File: src/rtl/ddr2_cmd_arbiter.sv
// Round-robin arbiter sharing one DDR2 MIG app interface between a write and a read
// requester; sequences write-data/command handshakes and tracks outstanding reads.
module ddr2_cmd_arbiter #(
    parameter int ADDR_W  = 27,
    parameter int DATA_W  = 128,
    parameter int MAX_OUT = 4
) (
    input  logic              clk,
    input  logic              reset,
    input  logic              wr_req,
    input  logic [ADDR_W-1:0] wr_addr,
    input  logic [DATA_W-1:0] wr_data,
    output logic              wr_ack,
    input  logic              rd_req,
    input  logic [ADDR_W-1:0] rd_addr,
    output logic              rd_ack,
    output logic              rd_valid,
    output logic [DATA_W-1:0] rd_data,
    output logic              busy,
    input  logic              app_rdy,
    input  logic              app_wdf_rdy,
    input  logic              app_rd_data_valid,
    input  logic [DATA_W-1:0] app_rd_data,
    output logic              app_en,
    output logic [2:0]        app_cmd,
    output logic [ADDR_W-1:0] app_addr,
    output logic              app_wdf_wren,
    output logic              app_wdf_end,
    output logic [DATA_W-1:0] app_wdf_data
);
    localparam int               CNT_W    = $clog2(MAX_OUT + 1);
    localparam logic [CNT_W-1:0] CNT_MAX  = CNT_W'(MAX_OUT);
    localparam logic [CNT_W-1:0] CNT_ONE  = CNT_W'(1);
    localparam logic [2:0]       CMD_WR   = 3'b000;
    localparam logic [2:0]       CMD_RD   = 3'b001;
    localparam logic             GRANT_WR = 1'b0;
    localparam logic             GRANT_RD = 1'b1;

    typedef enum logic [1:0] {
        IDLE    = 2'd0,
        WR_DATA = 2'd1,
        WR_CMD  = 2'd2,
        RD_CMD  = 2'd3
    } state_t;

    state_t            state_q, state_d;
    logic              last_grant_q, last_grant_d;
    logic [CNT_W-1:0]  cnt_q, cnt_d;
    logic [ADDR_W-1:0] wr_addr_lat_q, wr_addr_lat_d;
    logic              wr_ack_q, wr_ack_d;
    logic              rd_ack_q, rd_ack_d;
    logic              rd_valid_q, rd_valid_d;
    logic [DATA_W-1:0] rd_data_q, rd_data_d;
    logic              busy_q, busy_d;
    logic              app_en_q, app_en_d;
    logic [2:0]        app_cmd_q, app_cmd_d;
    logic [ADDR_W-1:0] app_addr_q, app_addr_d;
    logic              app_wdf_wren_q, app_wdf_wren_d;
    logic [DATA_W-1:0] app_wdf_data_q, app_wdf_data_d;

    logic wr_elig_s, rd_elig_s, grant_wr_s, grant_rd_s, cnt_inc_s, cnt_dec_s;

    // The ack guard keeps a requester still holding req in its ack cycle from a second grant.
    assign wr_elig_s  = wr_req && !wr_ack_q;
    assign rd_elig_s  = rd_req && !rd_ack_q && (cnt_q != CNT_MAX);
    assign grant_wr_s = wr_elig_s && (!rd_elig_s || (last_grant_q == GRANT_RD));
    assign grant_rd_s = rd_elig_s && !grant_wr_s;
    assign cnt_dec_s  = app_rd_data_valid && (cnt_q != '0);

    // Next-state, next-output and outstanding-count computation.
    always_comb begin
        state_d        = state_q;
        last_grant_d   = last_grant_q;
        wr_addr_lat_d  = wr_addr_lat_q;
        app_en_d       = app_en_q;
        app_cmd_d      = app_cmd_q;
        app_addr_d     = app_addr_q;
        app_wdf_wren_d = app_wdf_wren_q;
        app_wdf_data_d = app_wdf_data_q;
        wr_ack_d       = 1'b0;
        rd_ack_d       = 1'b0;
        cnt_inc_s      = 1'b0;
        rd_valid_d     = app_rd_data_valid;
        rd_data_d      = app_rd_data;
        busy_d         = (state_q != IDLE) || (cnt_q != '0);

        case (state_q)
            IDLE: begin
                if (grant_wr_s) begin
                    last_grant_d   = GRANT_WR;
                    wr_addr_lat_d  = wr_addr;
                    app_wdf_data_d = wr_data;
                    app_wdf_wren_d = 1'b1;
                    state_d        = WR_DATA;
                end else if (grant_rd_s) begin
                    last_grant_d = GRANT_RD;
                    app_en_d     = 1'b1;
                    app_cmd_d    = CMD_RD;
                    app_addr_d   = rd_addr;
                    state_d      = RD_CMD;
                end else begin
                    state_d = IDLE;
                end
            end
            WR_DATA: begin
                if (app_wdf_rdy) begin
                    app_wdf_wren_d = 1'b0;
                    app_en_d       = 1'b1;
                    app_cmd_d      = CMD_WR;
                    app_addr_d     = wr_addr_lat_q;
                    state_d        = WR_CMD;
                end else begin
                    state_d = WR_DATA;
                end
            end
            WR_CMD: begin
                if (app_rdy) begin
                    app_en_d = 1'b0;
                    wr_ack_d = 1'b1;
                    state_d  = IDLE;
                end else begin
                    state_d = WR_CMD;
                end
            end
            RD_CMD: begin
                if (app_rdy) begin
                    app_en_d  = 1'b0;
                    rd_ack_d  = 1'b1;
                    cnt_inc_s = 1'b1;
                    state_d   = IDLE;
                end else begin
                    state_d = RD_CMD;
                end
            end
            default: begin
                app_en_d       = 1'b0;
                app_wdf_wren_d = 1'b0;
                state_d        = IDLE;
            end
        endcase

        if (cnt_inc_s && !cnt_dec_s) begin
            cnt_d = cnt_q + CNT_ONE;
        end else if (cnt_dec_s && !cnt_inc_s) begin
            cnt_d = cnt_q - CNT_ONE;
        end else begin
            cnt_d = cnt_q;
        end
    end

    // State and output registers; last_grant resets to READ so write wins the first tie.
    always_ff @(posedge clk) begin
        if (reset) begin
            state_q        <= IDLE;
            last_grant_q   <= GRANT_RD;
            cnt_q          <= '0;
            wr_addr_lat_q  <= '0;
            wr_ack_q       <= 1'b0;
            rd_ack_q       <= 1'b0;
            rd_valid_q     <= 1'b0;
            rd_data_q      <= '0;
            busy_q         <= 1'b0;
            app_en_q       <= 1'b0;
            app_cmd_q      <= 3'b000;
            app_addr_q     <= '0;
            app_wdf_wren_q <= 1'b0;
            app_wdf_data_q <= '0;
        end else begin
            state_q        <= state_d;
            last_grant_q   <= last_grant_d;
            cnt_q          <= cnt_d;
            wr_addr_lat_q  <= wr_addr_lat_d;
            wr_ack_q       <= wr_ack_d;
            rd_ack_q       <= rd_ack_d;
            rd_valid_q     <= rd_valid_d;
            rd_data_q      <= rd_data_d;
            busy_q         <= busy_d;
            app_en_q       <= app_en_d;
            app_cmd_q      <= app_cmd_d;
            app_addr_q     <= app_addr_d;
            app_wdf_wren_q <= app_wdf_wren_d;
            app_wdf_data_q <= app_wdf_data_d;
        end
    end

    assign wr_ack       = wr_ack_q;
    assign rd_ack       = rd_ack_q;
    assign rd_valid     = rd_valid_q;
    assign rd_data      = rd_data_q;
    assign busy         = busy_q;
    assign app_en       = app_en_q;
    assign app_cmd      = app_cmd_q;
    assign app_addr     = app_addr_q;
    assign app_wdf_wren = app_wdf_wren_q;
    assign app_wdf_end  = app_wdf_wren_q;
    assign app_wdf_data = app_wdf_data_q;

endmodule

File: config.mk
export PLATFORM = sky130hd
export DESIGN_NAME = ddr2_cmd_arbiter
export DESIGN_NICKNAME = d
export VERILOG_FILES = /design/src/rtl/ddr2_cmd_arbiter.sv
export SDC_FILE = /design/constraint.sdc
export NUM_CORES = 1
export LEC_CHECK = 0
export CAP_MARGIN = 20
export CORE_AREA = 2 2 236 238
export DETAILED_ROUTE_END_ITERATION = 10
export DIE_AREA = 0 0 238 240
export SLEW_MARGIN = 5
export SYNTH_ARGS = -nofsm -noshare
export SYNTH_HDL_FRONTEND = slang
export SYNTH_SLANG_ARGS = --single-unit
File: constraint.sdc
create_clock -name clk -period 3.3 [get_ports clk]
set_clock_uncertainty 0.05 [all_clocks]
set_input_delay 0.66 -clock clk [delete_from_list [all_inputs] [get_ports clk]]
set_output_delay 0.66 -clock clk [all_outputs]
set_load 0.05 [all_outputs]
; Word-level counts from Yosys, hierarchy flattened
; Index checks and enable logic that the tools add are counted.
[totals]
regBits = 325
in_bits = 317
output_inout_bits = 293
elab_cells = 82
[op_classes]
addsub = 2
n_eq_ne = 9
n_mux = 27
bitwise = 1
n_reduce_logical = 29
[ops]
columns = operator, count
row1 = $mux W27, 3
row2 = $pmux W27 S2, 1
row3 = $mux W3, 5
row4 = $mux W2, 5
row5 = $mux W1, 9
row6 = $logic_and A1 B1 Y1, 8
row7 = $ne A2 B2 Y1 const B, 4
row8 = $pmux W2 S4, 1
row9 = $reduce_and A4 Y1, 2
row10 = $reduce_bool A2 Y1, 4
row11 = $logic_not A1 Y1, 6
row12 = $pmux W3 S2, 1
row13 = $eq A2 B2 Y1 const B, 2
row14 = $reduce_and A2 Y1, 2
row15 = $reduce_or A2 Y1, 2
row16 = $add A3 B1 Y3 const B, 1
row17 = $ne A3 B3 Y1 const B, 1
row18 = $pmux W1 S3, 1
row19 = $reduce_and A3 Y1, 1
row20 = $reduce_bool A3 Y1, 1
row21 = $sub A3 B1 Y3 const B, 1
row22 = $eq A2 B1 Y1 const B, 1
row23 = $logic_not A2 Y1, 1
row24 = $logic_or A1 B1 Y1, 2
row25 = other kinds (3), 3

; Longest topological paths before layout
[logic_depth]
word_depth = 11
ltp_mapped = 10
mapped_depth_nobuf = 8

; Worst setup path after synthesis
; OpenSTA, ideal clock, no wires.
[synth_path]
path_type = register to register
startpoint = reg state_q[0]
endpoint = reg cnt_q[2]
setup_time_ns = 0.070
arrival_ns = 2.224
t_required_ns = 3.180
setup_slack_ns = 0.956
path_stages_with_launch = 11
n_path_buf = 2
synth_period_minus_slack_ns = 2.344
path_cell_list = dfxtp_1 > buf_2 > buf_1 > inv_1 > nor2_1 > ha_1 > inv_1 > fa_1 > xor2_1 > or3_1 > a21oi_1
[synth_via]
elab_chain_len = 5
elab_cells_between_ends = 7
cone_classes = eq/ne (1) / mux (2) / reduce/logical (4)
[synth_rtl]
columns = item, line
row1 = from (decl), 46  ; state_t state_q, state_d;
row2 = from (signal assigned), 169  ; state_q <= state_d;
row3 = $eq A2 B2 Y1 *, 87  ; case (state_q)
row4 = $mux W1 *, 87
row5 = via cnt_inc_s, 61  ; logic wr_elig_s, rd_elig_s, grant_wr_s, grant_rd_s, cnt_inc_s, cnt_dec_s;
row6 = $logic_not A1 Y1, 144  ; end else if (cnt_dec_s && !cnt_inc_s) begin
row7 = $logic_and A1 B1 Y1, 144
row8 = $reduce_bool A2 Y1 (no source line), n/a
row9 = to (signal assigned), 171  ; cnt_q <= cnt_d;
row10 = to (decl), 48  ; logic [CNT_W-1:0] cnt_q, cnt_d;
; Mark *: on every way through the listed nets, which the timed path passes. The rest lies on a longest branch.
; A chain may end at the register's enable or synchronous reset.

; Final worst setup path
[layout_path]
startpoint = reg app_wdf_data_q[90], in the netlist app_wdf_data[90]
endpoint = out app_wdf_data[90]
[layout_lines]
columns = item, line
row1 = from (decl), 59  ; logic [DATA_W-1:0] app_wdf_data_q, app_wdf_data_d;
row2 = from (signal assigned), 182  ; app_wdf_data_q <= app_wdf_data_d;
row3 = to (decl), 29  ; output logic [DATA_W-1:0] app_wdf_data
; No word-level cell between the ends.

==> flow_summary_export.csv <==
group,metric,value,unit
sta,maxSlewViolCount,0,
sta,rsz0062_at_grt,"no",
clock_tree,clock_path_buffers,3,
clock_tree,ctsHtreeMaxLevel,2,
sta,fmax,0.386,GHz
global_route,track_usage,14.1,%
global_route,grt_start_max_net_pins,86,
setup_path,cp_max_fo,2,
logic_synthesis,synth_top_area_share,60.1,%
global_route,antenna_found_initial,3,
clock_tree,postCtsHoldBufs,0,
routing,drc,0,
routing,via_count,10000,
logic_synthesis,ys_top_cells_by_area,"dfxtp_1 60%, nand2_1 11%, a21oi_1 8.8%",
clock_tree,clock_sinks,323,
routing,drtAntennaViolNets,0,
logic_synthesis,synth-xor-area-share,0.163,%
clock_tree,post_cts_buffers,0,
setup_path,critPathMaxStageDelay,0.96,ns
power,power_density,677,nW/um^2
setup_path,critPathKind,"reg2out",
global_route,grt_pass1_vias,10200,
cells_and_area,drive_gt1_share,5.96,%
clock_tree,clock-root-buffer,"clkbuf_16",
cells_and_area,final-seq-area,6470,um^2
cells_and_area,multi_input_area,3840,um^2
setup_path,start_kind,"register",
clock_tree,cts_tree,"built",
placed_design,io_buffers,607,
cells_and_area,nets,2037,
setup_path,critPathSlowestCell,"clkdlybuf4s50_1",
logic_synthesis,ys_warn_count,0,
die,core,54700,um^2
cells_and_area,final_area,18800,um^2
job,cap_violations,0,
placed_design,dpl_worst_slack,0.516,ns
routing,drtIter0Drc,367,
logic_synthesis,syn_area,10800,um^2
power,vdd_drop_max,0.348,mV
logic_synthesis,synth.distinct_cells,35,
setup_path,cp-end-kind,"primary output",
sta,worst_slack,0.712,ns
die,fp.dieW,238,um
routing,routed_wl,42500,um
status,status,"finished, final reports clean",
logic_synthesis,synth_largest_area_cell,"dfxtp_1",
logic_synthesis,ys_seq_area_share,60.1,%
routing,viasPerCell,4.10,
sta,min_period,2.59,ns
setup_path,crit_family,"buffers and inverters",
logic_synthesis,synthCells,1139,
clock_tree,cts_resized,0,
sta,hold_violations,0,
die,die_h,240,um
power,power.leakage,0.00684,uW
placed_design,place_area,17500,um^2
sta,setup_violations,0,
sta,tightestPinTransition,0.731,ns
logic_synthesis,synth_top_family_by_area,"simple AND/OR/NAND/NOR gates",
setup_path,required,2.59,ns
clock_tree,clkTransAtPathRegs,0.06,ns
clock_tree,cts_buffers,38,
global_route,grt_pass1_wl,61800,um
sta,whs,0.401,ns
logic_synthesis,synth_simple_gate_area_share,19.7,%
routing,drt_first_pass_iters,5,
power,total_power,12700,uW
cells_and_area,fillers,5522,
placed_design,dp_hpwl,31600,um
routing,wire_per_inst,17.3,um
min_path,min_path_type,"reg2reg",
placed_design,gp_congestion,0.811,
global_route,grt-ovfl-total,0,
sta,layout_worst_path_cycle_share,78.4,%
setup_path,cp.arrival,1.88,ns
sta,setup_tns,0,ns
logic_synthesis,synthAdderAreaFrac,0.302,%
logic_synthesis,synth.avg_cell_area,9.45,um^2
setup_path,cp_num_buf_inv,1,
clock_tree,clkLatencyLatePin,0.55,ns
setup_path,crit_chain,"clkdlybuf4s50_1",
logic_synthesis,synth_compound_area_share,12.5,%
setup_path,r2r_slack,1.07,ns
die,dieArea,57100,um^2
logic_synthesis,ys_ff_latch,323,
die,start_util,19.7,%
cells_and_area,area_growth,74.3,%
logic_synthesis,synthMuxAreaShare,2.60,%
die,io-pin-count,610,
sta,slew_headroom,51.1,%
die,std_cell_rows,86,
[registers in the layout, indices dropped and copies added (netlist names)]
signal         count
rd_valid           1
rd_data          128
last_grant_q       1
app_addr          27
app_en             1
app_wdf_data     128
wr_addr_lat_q     27
app_cmd            1
rd_ack             1
app_wdf_end        1
busy               1
cnt_q              3
wr_ack             1
state_q            2
[metrics by stage]
stage                     instances  util (%)
final                          2451      34.3
after global routing           2450      34.3
after CTS                      2449      34.3
after detailed placement       2382      32.0
after global placement         2382      32.0
after floorplan                1140         -
[metal layers]
| layer | up-vias | part of all wire (%) | GRT usage [%] | wire length [um] |
|---|---|---|---|---|
| li1 | 4843 | - | - | - |
| met1 | 4702 | 39 | 15.8 | 16600 |
| met2 | 431 | 49 | 24.7 | 21000 |
| met3 | 69 | 8.8 | 5.07 | 3730 |
| met4 | 2 | 2.7 | 4.83 | 1160 |
| met5 | - | 0.031 | 0 | 13 |
[cell type report]
class | instances | share of cell area [%]
clock buffers | 55 | 5.78
flip-flops and latches | 323 | 34.5
clock inverters | 12 | 0.974
multi-input cells | 727 | 20.5
well taps | 704 | 4.69
repair buffers | 624 | 33.5
diodes | 2 | 0.0267
inverters | 4 | 0.0800
[cell usage in the layout (no fill, tap or decap), drive strengths merged]
master,count
mux2i,28
a211oi,28
nand2b,2
and2,1
fa,1
o311a,1
nor3,4
o21ai,5
clkdlybuf4s50,606
and3b,1
inv,6
ha,1
o311ai,1
conb,2
diode,2
o21ba,1
nand2,315
nor2b,131
clkbuf,55
clkinv,6
a21o,1
dfxtp,323
or3,1
a21oi,189
bufinv,4
o211ai,1
o31a,1
nor2,7
buf,18
o41ai,1
nand3,1
nor3b,1
xor2,2
[power by group]
| part | leakage (uW) | internal [uW] | switching (uW) |
|---|---|---|---|
| Combinational | 0.00355 | 1390 | 2460 |
| Clock | 0.000623 | 2600 | 1680 |
| Sequential | 0.00267 | 4340 | 233 |
[Yosys cell counts (all sizes together)]
cell    number
o21ba        1
nand2b       2
or3          1
a211oi      28
o21ai        5
o311a        1
xor2         2
a21oi      189
nor2         7
o211ai       1
conb         1
nor3         4
o31a         1
mux2i       28
fa           1
ha           1
o311ai       1
and2         1
nand2      315
o41ai        1
clkbuf      39
nor3b        1
nand3        1
buf         47
a21o         1
and3b        1
inv          4
dfxtp      323
nor2b      131
[kinds of logic (layout without fill, tap and decap cells)]
kind of cell               count (synthesis)  after routing
and+or+nand+nor                          464            464
DFF                                      323            323
AOI/OAI and AO/OA                        229            229
buffers and inverters                     90            695
muxes                                     28             28
adders and majority gates                  2              2
xor gates and xnor gates                   2              2
other                                      1              4
[path summary, 6_finish.rpt]
| check | startpoint | endpoint | cells past startpoint |
|---|---|---|---|
| hold reg to reg | wr_addr_lat_q[3] | wr_addr_lat_q[3] | 2 |
| setup / recovery | app_wdf_data[90] | app_wdf_data[90] | 1 |
| setup reg to reg | state_q[0] | app_addr[0] | 6 |
| hold / removal | wr_addr_lat_q[3] | wr_addr_lat_q[3] | 2 |
[worst reg2reg max path: cells and delay by family (launching register included)]
| kind | cells | cell delay [ns] |
|---|---|---|
| AOI/OAI and AO/OA | 2 | 0.23 |
| buffers and inverters | 2 | 0.86 |
| DFF | 1 | 0.46 |
| and+or+nand+nor | 2 | 0.49 |
Note: power is estimated with default switching activity, not from simulation.
